### config.mk
export PLATFORM = sky130hd
export DESIGN_NAME = savestate_sequencer_flat
export DESIGN_NICKNAME = d
export VERILOG_FILES = /design/src/rtl/savestate_sequencer_if.sv /design/src/rtl/savestate_sequencer.sv /design/src/flat_wrapper.sv
export SDC_FILE = /design/constraint.sdc
export NUM_CORES = 1
export LEC_CHECK = 0
export CELL_PAD_IN_SITES_DETAIL_PLACEMENT = 1
export CELL_PAD_IN_SITES_GLOBAL_PLACEMENT = 2
export CORE_MARGIN = 2
export CORE_UTILIZATION = 28
export DETAILED_ROUTE_END_ITERATION = 10
export PLACE_DENSITY = 0.91
export REMOVE_ABC_BUFFERS = 1
export SYNTH_ARGS = -nofsm -noshare
export SYNTH_HDL_FRONTEND = slang
export SYNTH_SLANG_ARGS = --single-unit
export TNS_END_PERCENT = 30
### constraint.sdc
create_clock -name DDRAM_CLK -period 4.8 [get_ports DDRAM_CLK]
set_input_delay 0.72 -clock DDRAM_CLK [delete_from_list [all_inputs] [get_ports DDRAM_CLK]]
set_output_delay 0.72 -clock DDRAM_CLK [all_outputs]
set_load 0.1 [all_outputs]
### src/rtl/savestate_sequencer_if.sv
// rtl/savestate_sequencer_if.sv - DDR channel and local state RAM bus bundle for the savestate sequencer
interface savestate_sequencer_if #(
  parameter int BRAM_AW = 10
);
  logic [27:1]        ch_addr;
  logic [63:0]        ch_din;
  logic [63:0]        ch_dout;
  logic               ch_req;
  logic               ch_rnw;
  logic [7:0]         ch_be;
  logic               ch_ready;
  logic [BRAM_AW-1:0] mem_addr;
  logic [63:0]        mem_wdata;
  logic               mem_we;
  logic [63:0]        mem_rdata;

  modport master (
    output ch_addr, ch_din, ch_req, ch_rnw, ch_be, mem_addr, mem_wdata, mem_we,
    input  ch_dout, ch_ready, mem_rdata
  );

  modport slave (
    input  ch_addr, ch_din, ch_req, ch_rnw, ch_be, mem_addr, mem_wdata, mem_we,
    output ch_dout, ch_ready, mem_rdata
  );
endinterface

### src/rtl/savestate_sequencer.sv
// rtl/savestate_sequencer.sv - moves a savestate image between local RAM and DDR behind a magic/count header
module savestate_sequencer #(
  parameter int          BRAM_AW = 10,
  parameter logic [31:0] MAGIC   = 32'h5353_0001
) (
  input  logic                 DDRAM_CLK,
  input  logic                 reset_n,
  input  logic                 start,
  input  logic                 dir,
  input  logic [27:1]          base_addr,
  input  logic [BRAM_AW:0]     word_cnt,
  output logic                 busy,
  output logic                 done,
  output logic                 error,
  savestate_sequencer_if.master bus
);

  typedef enum logic [3:0] {
    IDLE, HDR, HWAIT, CHK, MRD, DREQ, DWAIT, MWR, FIN
  } state_t;

  // Largest legal word count, in the save-count width and in the header-count width.
  localparam logic [BRAM_AW:0] DEPTH_W = {1'b1, {BRAM_AW{1'b0}}};
  localparam logic [31:0]      DEPTH32 = 32'd1 << BRAM_AW;

  state_t             state, state_nx;
  logic               dir_q;       // 1 = save, 0 = load
  logic [27:1]        ch_addr_q;
  logic [63:0]        ch_din_q;
  logic [63:0]        data_q;      // header on load, then each fetched data word
  logic [BRAM_AW:0]   cnt_q;
  logic [BRAM_AW-1:0] idx;
  logic               error_q;

  logic               save_bad;
  logic               hdr_bad;
  logic [BRAM_AW:0]   idx_p1;
  logic               last;

  assign save_bad = (word_cnt == '0) || (word_cnt > DEPTH_W);
  assign hdr_bad  = (data_q[63:32] != MAGIC) || (data_q[31:0] == 32'd0) || (data_q[31:0] > DEPTH32);
  assign idx_p1   = {1'b0, idx} + {{BRAM_AW{1'b0}}, 1'b1};
  assign last     = (idx_p1 == cnt_q);

  assign bus.ch_addr   = ch_addr_q;
  assign bus.ch_rnw    = ~dir_q;
  assign bus.ch_be     = 8'hFF;
  assign bus.mem_addr  = idx;
  assign bus.mem_wdata = data_q;
  assign error         = error_q;

  // State register.
  always_ff @(posedge DDRAM_CLK or negedge reset_n) begin
    if (!reset_n) state <= IDLE;
    else          state <= state_nx;
  end

  // Next-state: one request in flight at a time, ready only honoured while waiting.
  always_comb begin
    state_nx = state;
    case (state)
      IDLE:    if (start) state_nx = (dir && save_bad) ? FIN : HDR;
      HDR:     state_nx = HWAIT;
      HWAIT:   if (bus.ch_ready) state_nx = dir_q ? MRD : CHK;
      CHK:     state_nx = hdr_bad ? FIN : DREQ;
      MRD:     state_nx = DREQ;
      DREQ:    state_nx = DWAIT;
      DWAIT:   if (bus.ch_ready) state_nx = dir_q ? (last ? FIN : MRD) : MWR;
      MWR:     state_nx = last ? FIN : DREQ;
      FIN:     state_nx = IDLE;
      default: state_nx = IDLE;
    endcase
  end

  // Outputs decoded from state; on a save the RAM word goes straight out during DREQ, then is held.
  always_comb begin
    busy        = (state != IDLE) && (state != FIN);
    done        = (state == FIN);
    bus.ch_req  = (state == HDR) || (state == DREQ);
    bus.mem_we  = (state == MWR);
    bus.ch_din  = (state == DREQ && dir_q) ? bus.mem_rdata : ch_din_q;
  end

  // Datapath: command latch, address walk, word counter, captured data and sticky error.
  always_ff @(posedge DDRAM_CLK or negedge reset_n) begin
    if (!reset_n) begin
      dir_q     <= 1'b0;
      ch_addr_q <= '0;
      ch_din_q  <= '0;
      data_q    <= '0;
      cnt_q     <= '0;
      idx       <= '0;
      error_q   <= 1'b0;
    end else begin
      case (state)
        IDLE: if (start) begin
          dir_q     <= dir;
          ch_addr_q <= base_addr & ~27'h3;
          ch_din_q  <= {MAGIC, {(31-BRAM_AW){1'b0}}, word_cnt};
          cnt_q     <= word_cnt;
          idx       <= '0;
          error_q   <= dir && save_bad;
        end
        HWAIT: if (bus.ch_ready) begin
          if (dir_q) ch_addr_q <= ch_addr_q + 27'd4;
          else       data_q    <= bus.ch_dout;
        end
        CHK: begin
          if (hdr_bad) begin
            error_q <= 1'b1;
          end else begin
            cnt_q     <= data_q[BRAM_AW:0];
            ch_addr_q <= ch_addr_q + 27'd4;
          end
        end
        DREQ: if (dir_q) ch_din_q <= bus.mem_rdata;
        DWAIT: if (bus.ch_ready) begin
          if (!dir_q) begin
            data_q <= bus.ch_dout;
          end else if (!last) begin
            idx       <= idx_p1[BRAM_AW-1:0];
            ch_addr_q <= ch_addr_q + 27'd4;
          end
        end
        MWR: if (!last) begin
          idx       <= idx_p1[BRAM_AW-1:0];
          ch_addr_q <= ch_addr_q + 27'd4;
        end
        default: ;
      endcase
    end
  end

endmodule

### src/flat_wrapper.sv
// flat-port wrapper written by rule: the top's interface ports become plain ports
module savestate_sequencer_flat 
#(
  parameter int          BRAM_AW = 10,
  parameter logic [31:0] MAGIC   = 32'h5353_0001
)
  (DDRAM_CLK, reset_n, start, dir, base_addr, word_cnt, busy, done, error, bus_ch_addr, bus_ch_din, bus_ch_req, bus_ch_rnw, bus_ch_be, bus_mem_addr, bus_mem_wdata, bus_mem_we, bus_ch_dout, bus_ch_ready, bus_mem_rdata);
  savestate_sequencer_if #(.BRAM_AW(BRAM_AW)) bus_i ();
  input  logic DDRAM_CLK;
  input  logic reset_n;
  input  logic start;
  input  logic dir;
  input  logic [27:1] base_addr;
  input  logic [BRAM_AW:0] word_cnt;
  output logic busy;
  output logic done;
  output logic error;
  output wire logic [$bits(bus_i.ch_addr)-1:0] bus_ch_addr;
  output wire logic [$bits(bus_i.ch_din)-1:0] bus_ch_din;
  output wire logic [$bits(bus_i.ch_req)-1:0] bus_ch_req;
  output wire logic [$bits(bus_i.ch_rnw)-1:0] bus_ch_rnw;
  output wire logic [$bits(bus_i.ch_be)-1:0] bus_ch_be;
  output wire logic [$bits(bus_i.mem_addr)-1:0] bus_mem_addr;
  output wire logic [$bits(bus_i.mem_wdata)-1:0] bus_mem_wdata;
  output wire logic [$bits(bus_i.mem_we)-1:0] bus_mem_we;
  input wire logic [$bits(bus_i.ch_dout)-1:0] bus_ch_dout;
  input wire logic [$bits(bus_i.ch_ready)-1:0] bus_ch_ready;
  input wire logic [$bits(bus_i.mem_rdata)-1:0] bus_mem_rdata;
  assign bus_ch_addr = bus_i.ch_addr;
  assign bus_ch_din = bus_i.ch_din;
  assign bus_ch_req = bus_i.ch_req;
  assign bus_ch_rnw = bus_i.ch_rnw;
  assign bus_ch_be = bus_i.ch_be;
  assign bus_mem_addr = bus_i.mem_addr;
  assign bus_mem_wdata = bus_i.mem_wdata;
  assign bus_mem_we = bus_i.mem_we;
  assign bus_i.ch_dout = bus_ch_dout;
  assign bus_i.ch_ready = bus_ch_ready;
  assign bus_i.mem_rdata = bus_mem_rdata;
  savestate_sequencer #(.BRAM_AW(BRAM_AW), .MAGIC(MAGIC)) u_core (.DDRAM_CLK(DDRAM_CLK), .reset_n(reset_n), .start(start), .dir(dir), .base_addr(base_addr), .word_cnt(word_cnt), .busy(busy), .done(done), .error(error), .bus(bus_i));
endmodule
==> results of run 1 <==
per-layer routing:
layer | up-vias | GRT usage
met3 | 59 | 0.0612
met4 | 0 | 0.0797
met1 | 4312 | 0.224
li1 | 4044 | -
met2 | 248 | 0.318
met5 | - | 0
placed cells by master (no fill, tap or decap), drive strengths merged, types with 10 or more instances in the layout:
| cell type | synthesis | final |
|---|---|---|
| a22o | 45 | 45 |
| inv | 19 | 20 |
| nand2 | 241 | 241 |
| clkdlybuf4s50 | 0 | 276 |
| xnor2 | 10 | 10 |
| dfrtp | 180 | 180 |
| nand3 | 23 | 23 |
| mux2 | 65 | 65 |
| nor2 | 37 | 37 |
| nor3 | 16 | 16 |
| a21oi | 48 | 48 |
| nor4 | 20 | 20 |
| a31oi | 10 | 10 |
| clkbuf | 52 | 23 |
| buf | 28 | 68 |
| and3 | 13 | 13 |
| o21ai | 47 | 47 |
| nand4 | 10 | 10 |
| o31ai | 16 | 16 |
| conb | 2 | 10 |
| mux2i | 23 | 23 |
cells by family after synthesis:
group,after synthesis
adder cells (fa/ha/maj),2
other,2
AO/OA/AOI/OAI,205
AND/OR/NAND/NOR,395
multiplexers,88
XOR/XNOR,14
flip-flops,180
buffers and inverters,99
worst max-delay path, stage by stage, from the launching register on:
cell and delay [ns]:
dfrtp_1 0.50, inv_1 0.16, nand2_1 0.08, nor2_1 0.22
and3_4 0.49, buf_4 0.66, nand2_1 0.19, nand2_1 0.15
buf_4 0.31
layout make-up:
cell class,count,area [um2],share of cell area
flip-flops and latches,180,4500,0.337
multi-input cells,714,4360,0.327
repair buffers,345,3300,0.247
well taps,442,553,0.0414
clock buffers,22,474,0.0355
clock inverters,10,75.1,0.00562
inverters,19,71.3,0.00534
diodes,3,7.51,0.000562
state kept, by name, summed over array words and instances, names as in the netlist:
name and count:
u_core.dir_q 1, u_core.bus.ch_addr 25, u_core.cnt_q 11, u_core.error 1, u_core.bus.mem_wdata 64, u_core.state 4
u_core.bus.mem_addr 10, u_core.ch_din_q 64
metrics by stage:
| stage | hold slack [ns] | utilization | cells | TNS (ns) | cell area [um2] |
|---|---|---|---|---|---|
| after detailed placement | 0.474 | 0.393 | 1700 | 0 | 12800 |
| final | 0.324 | 0.410 | 1735 | 0 | 13300 |
| after floorplan | 0.424 | - | 913 | -127.41 | 8900 |
| after global routing | 0.371 | 0.410 | 1735 | 0 | 13300 |
| after CTS | 0.351 | 0.410 | 1732 | 0 | 13300 |
| after global placement | 0.464 | 0.393 | 1700 | 0 | 12800 |
worst max-delay path by stage:
stage	from	to	slack, ns
3_3_place_gp	u_core.state[1]	bus_ch_din[5]	1.37
5_1_grt	u_core.state[1]	bus_ch_din[62]	0.58
4_1_cts	u_core.state[1]	bus_ch_din[62]	0.77
6_report	u_core.state[1]	bus_ch_din[62]	0.81
2_1_floorplan	u_core.state[1]	u_core.ch_din_q[0]	-1.37
3_5_place_dp	u_core.state[1]	bus_ch_din[62]	1.33
==> run summary, run 1 <==
met1 wire length: 13400 um
largest net degree at the start of global routing: 95
H-Tree Depth: 4
Synth-to-Final Area Change: 44.4%
Final Wtd Congestion: 0.794
fin crit period: 3.99 ns
detailed placer's ending HPWL: 23600 um
ratio of cells with drive above 1 in the final layout: 0.140
setup ws final: 0.812 ns
port bufs: 337
initial antenna violation count: 3
vias in the first global route: 9089
PostCTS Resize Cnt: 0
Adder-Cell Fraction of Synth Area: 0.00271
uppermost layer routed: met4
most common cell in the netlist: nand2_1
TritonRoute pass-1 iters: 5
pre-CTS WS: 1.33 ns
RSZ-0062 raised after global routing: false
vias: 8663
Final Setup Violations: 0
First DRT Iteration DRCs: 301
Vias/cell: 4.99
Critical R2R Capture: u_core.bus.ch_addr[27]
Setup Buffers After CTS: 0
GRT Total Usage: 0.190
chip width: 186 um
YS warnings: 0
number of CTS-inserted buffers: 17
Simple-Gate Fraction of Synth Area: 0.195
worst-skew pair later-pin latency: 0.45 ns
R2R depth: 9
Main synth FF type: dfrtp_1
die height: 186 um
Routed met2 length: 16300 um
crit path DAT: 3.27 ns
Worst R2R Setup Slack: 1.46 ns
period utilization: 0.831
mux contribution to synthesized area: 0.104
Clock Skews: 0.0157 ns
clk sink count: 180
Yosys top cell area share: 0.487
final slew viol count: 0
global-route wire length before repair: 50800 um
XOR/XNOR Fraction of Synth Area: 0.0133
crit end category: primary output
Worst Setup Path Type: register to primary output
Avg Synthesized Cell Area: 9.38 um2
site row count: 66
core area: 32500 um2
Post-synth EDFFs: 0
maxcap violations: 0
Rel. slew slack: 0.270
Die ar.: 34500 um2
Synth cell types: 57
area leader, netlist: dfrtp_1
fill count: 3798
final wirelength: 32900 um
Hold Buf Count CTS: 0
main combinational cell family by area after synthesis: simple AND/OR/NAND/NOR gates
crit start category: register
Max Fclk: 251 MHz
Synth Area in Compound Gates: 0.148
final hold violations: 0
DRC errors left: 0
Req. time, crit path: 4.08 ns
critical path fanouts, max: 73
async set or reset register ratio after synthesis: 1.00
Layout Nets: 1450
Hold Crit Class: input port to asynchronous set/reset pin
Yosys reg bits: 180
Final ANT Viol Nets: 0
top cells by area, synth: dfrtp_1 (49%), nand2_1 (9.8%), mux2_2 (7.9%), a22o_1 (4.3%), a21oi_1 (2.6%)
post-synthesis sequential area ratio: 0.487
Post-Syn Area: 9240 um2
clock-pin slew on the worst setup and hold paths: 0.07 ns
met3 wire len: 2210 um
status: finished clean
worst-margin pin slew: 1.09 ns
I/O pin cnt: 350
CTS root buf: clkbuf_16
Mapped Cells: 985
Overflow after GRT: 0
Wirelength per Cell: 19.0 um
top cells by count, synth: nand2_1 (241), dfrtp_1 (180), mux2_2 (65), clkbuf_1 (52), a21oi_1 (48)
reg-to-reg critical path startpoint: u_core.bus.mem_addr[0]
Starting Density: 0.284
CTS tree: yes
Clock Tree Buf Depth: 2
Power of run 1 is not shown: default switching activity piles up to over one toggle a cycle in this logic, so the estimate is an artifact.
==> run 2: changes to the inputs <==
- CORE_UTILIZATION: 28 -> 23
- PLACE_DENSITY: 0.91 -> 0.8
- clock period: 4.8 -> 3.4 ns (I/O delays scaled with it)
==> run 2 against run 1 <==
  * Die area is 21% higher
  * Routed wire length is 7.2% higher
  * Highest routed layer is now met5
  * Critical endpoint is now bus_ch_din[37]
  * Count of clock-buffer cells in the layout is 2 lower
==> run summary, run 2 (synthesis gave the netlist of run 1 again) <==
crit end category: primary output
Critical-path top delay cell: dfrtp_1
crit-path cells: inv_1 -> nand2_1 -> nor2_4 -> and3_4 -> buf_4 -> nand2_1 -> nand2_1 -> buf_12
vias: 8625
most common cell after layout, fill and taps aside: clkdlybuf4s50_1
RSZ-0062 raised after global routing: false
worst-skew pair later-pin latency: 0.45 ns
clock-pin slew on the worst setup and hold paths: 0.07 ns
clk sink count: 180
crit start category: register
Setup Buffers After CTS: 0
Final Setup Violations: 0
critical path fanouts, max: 20
CTS root buf: clkbuf_16
Hold Crit Class: input port to asynchronous set/reset pin
TritonRoute pass-1 iters: 5
Starting Density: 0.233
crit path DAT: 2.61 ns
DRC errors left: 0
Rel. slew slack: 0.302
ratio of cells with drive above 1 in the final layout: 0.175
die height: 204 um
Die ar.: 41800 um2
worst-margin pin slew: 1.04 ns
GRT Total Usage: 0.166
Vias/cell: 4.70
Clock Tree Buf Depth: 2
Placed Instances: 1804
Wirelength per Cell: 19.2 um
final wirelength: 35300 um
chip width: 204 um
Clock Skews: 0.0131 ns
Critical Path Max Stage Delay: 0.50 ns
Design Area, Final: 14500 um2
port bufs: 337
First DRT Iteration DRCs: 339
status: finished clean
Max Fclk: 321 MHz
initial antenna violation count: 3
most frequent CP cell: nand2_1
largest net degree at the start of global routing: 80
vias in the first global route: 9087
Synth-to-Final Area Change: 56.7%
final hold violations: 0
family with the most delay on the worst path: simple AND/OR/NAND/NOR gates
global-route wire length before repair: 53500 um
dpl cell area: 13900 um2
period utilization: 0.916
maxcap violations: 0
Final Wtd Congestion: 0.803
worst path bufs/invs: 3
fin crit period: 3.12 ns
Layout Nets: 1472
site row count: 73
Final Non-Filler Cells: 1837
CTS tree: yes
H-Tree Depth: 4
commonest cells after routing, fill and taps aside: clkdlybuf4s50_1 (251), nand2_1 (240), dfrtp_1 (180)
number of CTS-inserted buffers: 17
Final ANT Viol Nets: 0
core area: 39700 um2
R2R depth: 9
Fin Setup TNS: 0 ns
detailed placer's ending HPWL: 25600 um
Overflow after GRT: 0
Req. time, crit path: 2.89 ns
Worst Setup Path Type: register to primary output
number of diodes: 0
final slew viol count: 0
WP depth: 8
I/O pin cnt: 350
==> run 2: cell types whose count changed in the layout (fill, tap and decap cells not counted), moves of 3 or more <==
cell / change
clkinvlp_4: -3
buf_12: +72
diode_2: -3
clkdlybuf4s50_1: -25
inv_6: +3
buf_4: -26
==> run 2: cell type report <==
cell class / count / area, um2
fillers: 4458 / 25200
flip-flops and latches: 180 / 4500
multi-input cells: 715 / 4380
repair buffers: 366 / 4300
well taps: 525 / 657
clock buffers: 20 / 457
clock inverters: 12 / 120
inverters: 19 / 71.3
==> run 2: metrics by stage <==
step | setup WS [ns] | hold slack [ns] | util
after floorplan | -2.77 | 0.214 | -
after global placement | 0.382 | 0.463 | 0.350
after detailed placement | 0.409 | 0.474 | 0.350
after CTS | 0.171 | 0.135 | 0.364
after global routing | 0.00619 | 0.146 | 0.365
final | 0.284 | 0.124 | 0.365
==> run 2: repair_timing <==
item	CTS	global route
gates resized for setup	0	3
endpoints found under the setup margin	0	7
hold buffers	0	0
==> run 2: worst paths after layout <==
kind	slack (ns)	endpoint	start
setup / recovery	0.28	bus_ch_din[37]	u_core.state[1]
hold / removal	0.12	u_core.ch_din_q[18]	reset_n
setup reg to reg	0.42	u_core.bus.ch_addr[22]	u_core.bus.mem_wdata[35]
hold reg to reg	0.48	u_core.ch_din_q[4]	u_core.ch_din_q[4]
max in group asynchronous	2.37	u_core.ch_din_q[24]	reset_n
min in group DDRAM_CLK	0.48	u_core.ch_din_q[4]	u_core.ch_din_q[4]
==> run 2: per-layer routing <==
layer / up-vias / routed length (um) / GRT usage
li1: 4085 / - / -
met1: 4308 / 15200 / 0.210
met2: 196 / 17300 / 0.275
met3: 34 / 2110 / 0.0493
met4: 2 / 718 / 0.0471
met5: - / 16 / 0
Power of run 2 is left out for the same reason.
